`src/rtl/riscv_mult_pkg.sv`:
```
// Shared encodings, FSM state type and signedness helper for the iterative
// RISC-V multiplier.
package riscv_mult_pkg;

  localparam logic [1:0] OP_MUL    = 2'b00;
  localparam logic [1:0] OP_MULH   = 2'b01;
  localparam logic [1:0] OP_MULHSU = 2'b10;
  localparam logic [1:0] OP_MULHU  = 2'b11;

  typedef enum logic [1:0] {
    IDLE = 2'd0,
    CALC = 2'd1,
    DONE = 2'd2
  } state_e;

  // Returns {sa, sb}: whether rs1 / rs2 are treated as signed.
  function automatic logic [1:0] op_signs(input logic [1:0] op);
    logic [1:0] s;
    case (op)
      OP_MULHSU: s = 2'b10;
      OP_MULHU:  s = 2'b00;
      default:   s = 2'b11;
    endcase
    return s;
  endfunction

endpackage

```
`src/rtl/riscv_mult_pp.sv`:
```
// Combinational XLEN x BPC unsigned partial-product generator.
module riscv_mult_pp
  import riscv_mult_pkg::*;
#(
  parameter int unsigned XLEN = 32,
  parameter int unsigned BPC  = 8
) (
  input  logic [XLEN-1:0]     a_i,
  input  logic [BPC-1:0]      b_i,
  output logic [XLEN+BPC-1:0] pp_o
);

  assign pp_o = {{BPC{1'b0}}, a_i} * {{XLEN{1'b0}}, b_i};

endmodule

```
`src/rtl/riscv_mult_iter.sv`:
```
// Iterative radix-2^BPC multiplier for MUL/MULH/MULHSU/MULHU with
// valid/ready handshakes, flush and an optional last-product cache.
//
// state | meaning
// IDLE  | ready for a request
// CALC  | retiring BPC multiplier bits per cycle
// DONE  | result held until the consumer takes it
module riscv_mult_iter
  import riscv_mult_pkg::*;
#(
  parameter int unsigned XLEN     = 32,
  parameter int unsigned BPC      = 8,
  parameter int unsigned CACHE_EN = 1
) (
  input  logic            clk,
  input  logic            rst_n,
  input  logic            flush_i,
  input  logic            in_valid_i,
  output logic            in_ready_o,
  input  logic [1:0]      op_i,
  input  logic [XLEN-1:0] op_a_i,
  input  logic [XLEN-1:0] op_b_i,
  output logic            out_valid_o,
  input  logic            out_ready_i,
  output logic [XLEN-1:0] result_o,
  output logic            busy_o
);

  localparam int unsigned N  = XLEN / BPC;
  localparam int unsigned CW = (N > 1) ? $clog2(N) : 1;
  localparam int unsigned PW = 2 * XLEN;

  state_e state_q, state_d;

  logic [XLEN-1:0] mag_a_q, mag_a_d;
  logic [XLEN-1:0] mag_b_q, mag_b_d;
  logic            neg_q, neg_d;
  logic [1:0]      op_q, op_d;
  logic [PW-1:0]   acc_q, acc_d;
  logic [CW-1:0]   step_q, step_d;
  logic [XLEN-1:0] result_q, result_d;

  logic                 accept;
  logic                 last_step;
  logic                 calc_done;
  logic                 cache_hit;
  logic [PW-1:0]        cache_prod;
  logic [1:0]           in_signs;
  logic                 sign_a;
  logic                 sign_b;
  logic [XLEN+BPC-1:0]  pp;
  logic [PW-1:0]        pp_sh;
  logic [PW-1:0]        acc_sum;
  logic [PW-1:0]        prod_s;

  function automatic logic [XLEN-1:0] sel_result(input logic [1:0] op,
                                                  input logic [PW-1:0] p);
    return (op == OP_MUL) ? p[XLEN-1:0] : p[PW-1:XLEN];
  endfunction

  assign in_signs  = op_signs(op_i);
  assign sign_a    = in_signs[1] & op_a_i[XLEN-1];
  assign sign_b    = in_signs[0] & op_b_i[XLEN-1];
  assign accept    = in_valid_i && (state_q == IDLE) && !flush_i;
  assign last_step = (step_q == CW'(N - 1));
  assign calc_done = (state_q == CALC) && last_step && !flush_i;

  // mag_b_q shifts down one chunk per step, so its low BPC bits are the
  // current multiplier digit.
  riscv_mult_pp #(
    .XLEN (XLEN),
    .BPC  (BPC)
  ) u_pp (
    .a_i  (mag_a_q),
    .b_i  (mag_b_q[BPC-1:0]),
    .pp_o (pp)
  );

  assign pp_sh   = PW'(pp) << (32'(step_q) * BPC);
  assign acc_sum = acc_q + pp_sh;
  assign prod_s  = neg_q ? -acc_sum : acc_sum;

  always_ff @(posedge clk or negedge rst_n) begin
    if (!rst_n) begin
      state_q <= IDLE;
    end else begin
      state_q <= state_d;
    end
  end

  always_comb begin
    state_d = state_q;
    case (state_q)
      IDLE: begin
        if (accept) begin
          state_d = cache_hit ? DONE : CALC;
        end
      end
      CALC: begin
        if (flush_i) begin
          state_d = IDLE;
        end else if (calc_done) begin
          state_d = DONE;
        end
      end
      DONE: begin
        if (flush_i || out_ready_i) begin
          state_d = IDLE;
        end
      end
      default: state_d = IDLE;
    endcase
  end

  always_comb begin
    in_ready_o  = (state_q == IDLE);
    out_valid_o = (state_q == DONE);
    busy_o      = (state_q == CALC) || (state_q == DONE);
  end

  assign result_o = result_q;

  always_comb begin
    mag_a_d  = mag_a_q;
    mag_b_d  = mag_b_q;
    neg_d    = neg_q;
    op_d     = op_q;
    acc_d    = acc_q;
    step_d   = step_q;
    result_d = result_q;
    if (accept) begin
      mag_a_d = sign_a ? -op_a_i : op_a_i;
      mag_b_d = sign_b ? -op_b_i : op_b_i;
      neg_d   = sign_a ^ sign_b;
      op_d    = op_i;
      acc_d   = '0;
      step_d  = '0;
      if (cache_hit) begin
        result_d = sel_result(op_i, cache_prod);
      end
    end else if ((state_q == CALC) && !flush_i) begin
      acc_d   = acc_sum;
      step_d  = step_q + CW'(1);
      mag_b_d = mag_b_q >> BPC;
      if (last_step) begin
        result_d = sel_result(op_q, prod_s);
      end
    end
  end

  always_ff @(posedge clk or negedge rst_n) begin
    if (!rst_n) begin
      mag_a_q  <= '0;
      mag_b_q  <= '0;
      neg_q    <= 1'b0;
      op_q     <= OP_MUL;
      acc_q    <= '0;
      step_q   <= '0;
      result_q <= '0;
    end else begin
      mag_a_q  <= mag_a_d;
      mag_b_q  <= mag_b_d;
      neg_q    <= neg_d;
      op_q     <= op_d;
      acc_q    <= acc_d;
      step_q   <= step_d;
      result_q <= result_d;
    end
  end

  if (CACHE_EN != 0) begin : g_cache
    logic [XLEN-1:0] req_a_q, req_a_d, req_b_q, req_b_d;
    logic [1:0]      req_s_q, req_s_d;
    logic [XLEN-1:0] cache_a_q, cache_a_d, cache_b_q, cache_b_d;
    logic [1:0]      cache_s_q, cache_s_d;
    logic [PW-1:0]   cache_p_q, cache_p_d;
    logic            cache_v_q, cache_v_d;

    // The request tag is kept alongside the datapath so a completed CALC
    // can file its product under the raw operands, not the magnitudes.
    always_comb begin
      req_a_d   = req_a_q;
      req_b_d   = req_b_q;
      req_s_d   = req_s_q;
      cache_a_d = cache_a_q;
      cache_b_d = cache_b_q;
      cache_s_d = cache_s_q;
      cache_p_d = cache_p_q;
      cache_v_d = cache_v_q;
      if (accept) begin
        req_a_d = op_a_i;
        req_b_d = op_b_i;
        req_s_d = in_signs;
      end
      if (calc_done) begin
        cache_a_d = req_a_q;
        cache_b_d = req_b_q;
        cache_s_d = req_s_q;
        cache_p_d = prod_s;
        cache_v_d = 1'b1;
      end
    end

    always_ff @(posedge clk or negedge rst_n) begin
      if (!rst_n) begin
        req_a_q   <= '0;
        req_b_q   <= '0;
        req_s_q   <= '0;
        cache_a_q <= '0;
        cache_b_q <= '0;
        cache_s_q <= '0;
        cache_p_q <= '0;
        cache_v_q <= 1'b0;
      end else begin
        req_a_q   <= req_a_d;
        req_b_q   <= req_b_d;
        req_s_q   <= req_s_d;
        cache_a_q <= cache_a_d;
        cache_b_q <= cache_b_d;
        cache_s_q <= cache_s_d;
        cache_p_q <= cache_p_d;
        cache_v_q <= cache_v_d;
      end
    end

    // The low product word does not depend on signedness, so MUL hits on
    // operands alone.
    assign cache_hit = cache_v_q && (op_a_i == cache_a_q) && (op_b_i == cache_b_q) &&
                       ((op_i == OP_MUL) || (in_signs == cache_s_q));
    assign cache_prod = cache_p_q;
  end else begin : g_no_cache
    assign cache_hit  = 1'b0;
    assign cache_prod = '0;
  end

endmodule

```
`config.mk`:
```
export PLATFORM = sky130hd
export DESIGN_NAME = riscv_mult_iter
export DESIGN_NICKNAME = d
export VERILOG_FILES = /design/src/rtl/riscv_mult_pkg.sv /design/src/rtl/riscv_mult_pp.sv /design/src/rtl/riscv_mult_iter.sv
export SDC_FILE = /design/constraint.sdc
export NUM_CORES = 2
export LEC_CHECK = 0
export CORE_MARGIN = 5
export CORE_UTILIZATION = 64
export DETAILED_ROUTE_END_ITERATION = 12
export HOLD_SLACK_MARGIN = 0.12
export PLACE_DENSITY = 0.79
export SETUP_SLACK_MARGIN = 0.5
export SLEW_MARGIN = 30
export SYNTH_ARGS = -nofsm -noshare
export SYNTH_HDL_FRONTEND = slang
export SYNTH_SLANG_ARGS = --single-unit
```
`constraint.sdc`:
```
create_clock -name clk -period 12.5 [get_ports clk]
set_clock_uncertainty 0.1 [all_clocks]
set_input_delay 1.25 -clock clk [delete_from_list [all_inputs] [get_ports clk]]
set_output_delay 1.25 -clock clk [all_outputs]
set_load 0.05 [all_outputs]
```
==> impl_metrics.yaml <==
synthesis:
  synth_sequential_area_ratio_pct: 28.84
  synth.lib_cells_used.distinct: 86
  synth-edff-count: 0
  synth.top_cell.area_share_pct: 28.84
  synth_cells: 3688
  yosys_warnings: 0
  yosys-top-cells-area: "dfrtp_1 29%, fa_1 12%, nand2_1 6.6%, ha_1 5.2%, o21ai_0 4.6%"
  synthesis.area_per_instance_um2: 8.539
  mappedNetlistArea_um2: 31490
  synthDominantAreaCellType: "dfrtp_1"
  ys_ff_latch: 363
  ys_async_sr_fraction_pct: 100.0
  synth_fp_nets: 4070
  synth_flop_cell: "dfrtp_1"
final_layout:
  fill_cells: 3746
  final_net_count: 4042
  flow.area_growth_from_synthesis_pct: 9.440
  most_frequent_cells_in_the_layout: "552 x nand2_1, 357 x dfrtp_1, 287 x o21ai_0, 257 x inv_1, 227 x and2_1"
  leading_cell_type_in_the_layout_fill_and_taps_excluded: "nand2_1"
  final_design_area_no_fill_um2: 34470
  final_core_utilization_pct: 70.55
  final_layout_size_suffix_gt1_share_pct: 6.392
timing:
  timing.final.hold_violations: 0
  fin_setup_tns_ps: 0
  worst_slew_margin_relative_to_its_limit_pct: 30.35
  slew_viol_final: 0
  finalCriticalPeriod_ps: 11560
  setup_viol_count_final: 0
  timing.fmax_mhz: 86.53
  worst_pin_slew_ps: 1037
  fin_crit_sh_pct: 92.45
  rsz0062_at_grt: "false"
clock_tree:
  cts.reportedPaths.clkPinSlew_ps: 60
  cts_hold_buffers: 0
  cts_sinks: 363
  cts_setup_buffers: 0
  tritoncts_clock_tree: "built"
  clock_tree.root_cell: "clkbuf_16"
  cts.path.max_buffers: 3
  htree_levels: 2
  insertion_delay_ps: 600
  cts-buffers-inserted: 41
floorplan:
  initial_utilization_pct: 64.47
  row_count: 81
  die_area_um2: 53740
  core_region_area_um2: 48850
  die_w_um: 231.8
  io-pin-count: 106
  vertical_extent_of_the_die_um: 231.8
worst_setup_path:
  critPathSlowestCell: "dfrtp_2"
  path_delay_family: "compound AO/OA/AOI/OAI gates"
  startpoint_type: "register"
  cp_num_buf_inv: 3
  cp_slowest_stage_delay_ps: 790
  crit_arrival_ps: 11990
  cp_common_cell: "fa_1"
  cp.required_ps: 12930
  type_of_the_setup_path_with_the_least_slack: "reg -> reg"
  setup.worst_path.end_class: "register"
  timing.critical_path.fanout_max: 33
detailed_routing:
  post_drt_via_cell_ratio: 6.559
  drt_pass1_iterations: 8
  drtAntennaViolNets: 0
  drc: 0
  routedWlPerCell_um: 23.58
  detailroute.via_count: 28590
  finalWirelength_um: 102700
  drt_iter0_drc: 3517
place:
  dpl-instance-area_um2: 32950
  globalplace.congestion: 1.007
  place.detailed.hpwl_um: 76810
  placement.io_buffers: 105
grt:
  antenna_found_initial: 5
  globalRouteTotalUtil_pct: 37.91
  grt_pass1_vias: 27950
  largest_net_degree_at_the_start_of_global_routing: 240
  grt_pass1_wl_um: 161400
  grt.overflow.total: 0
run_status:
  outcome: "complete, no violations"
hold_path:
  hold_path.class: "reg -> reg"
run:
  maxCapViolations: 0
==> repair_timing <==
item	4_1_cts	5_1_grt
gates cloned	0	0
gates resized for setup	4	2
setup endpoints to repair	1	7
==> metal layers <==
metal	vias to the layer above	GRT usage, %	wire (um)
met1	14060	54.97	42700
met2	1662	57.19	44830
li1	12590	-	-
met5	-	0	11
met4	2	11.74	3746
met3	274	8.706	11460
==> layout make-up <==
| cell class | count | area, um^2 | share of cell area, % |
|---|---|---|---|
| clock buffers | 55 | 1139 | 3.304 |
| diodes | 2 | 5.005 | 0.01452 |
| well taps | 664 | 830.8 | 2.411 |
| multi-input cells | 2848 | 20700 | 60.06 |
| repair buffers | 147 | 1435 | 4.164 |
| flip-flops and latches | 363 | 9091 | 26.38 |
| clock inverters | 20 | 292.8 | 0.8495 |
| inverters | 259 | 972.2 | 2.821 |
==> registers in the layout, indices dropped and copies added (netlist names) <==
signal	count
g_cache.req_b_q	32
op_q	2
g_cache.cache_a_q	32
cache_prod	64
mag_a_q	32
step_q	2
mag_b_q	32
g_cache.req_a_q	31
g_cache.cache_b_q	32
g_cache.req_s_q	2
acc_q	64
result_o	32
state_q	2
g_cache.cache_v_q	1
neg_q	1
g_cache.cache_s_q	2
==> logic make-up after synthesis <==
group	Yosys count	synth area share [%]
and+or+nand+nor	1300	20.04
AOI/OAI and AO/OA	862	17.43
buffers and inverters	477	5.737
DFF	363	28.84
adders and majority gates	311	16.67
xor gates and xnor gates	241	6.726
muxes	134	4.557
==> Yosys cell counts, drive strengths merged (30+ instances only) <==
cell,number
a21oi,206
mux2,75
xnor2,133
clkbuf,190
a22o,49
o21ai,289
dfrtp,363
nand3,48
inv,259
and2,227
a211oi,30
nand2,553
nor4,37
xor2,108
a31oi,30
ha,130
fa,181
a21o,52
nor2,178
nor3,80
mux2i,59
nand4,41
==> stage by stage <==
stage	instances	hold WS, ps	worst slack [ps]
after floorplan	3688	311.2	2966
after global placement	4278	323.5	261.8
after detailed placement	4279	351.3	230.5
after CTS	4354	364.6	531.4
after global routing	4357	392.4	579.5
final	4358	376.8	943.4
==> tightest hold or removal path, cell delays in order, from the launching register on <==
cell	delay (ps)
dfrtp_1	340
nand2_1	50
nand2_1	50
==> worst paths after layout <==
kind	end	slack (ps)	start	cells past startpoint
setup / recovery	result_o[26]	940	mag_b_q[2]	35
setup reg to reg	result_o[26]	940	mag_b_q[2]	35
hold reg to reg	g_cache.req_b_q[19]	380	g_cache.req_b_q[19]	2
min in group asynchronous	g_cache.req_b_q[16]	510	rst_n	1
max in group asynchronous	result_o[0]	9910	rst_n	3
hold / removal	g_cache.req_b_q[19]	380	g_cache.req_b_q[19]	2
Power is left out: the tool's default activity adds up to more than one toggle a clock period on the data nets, which glitch-free logic cannot reach.
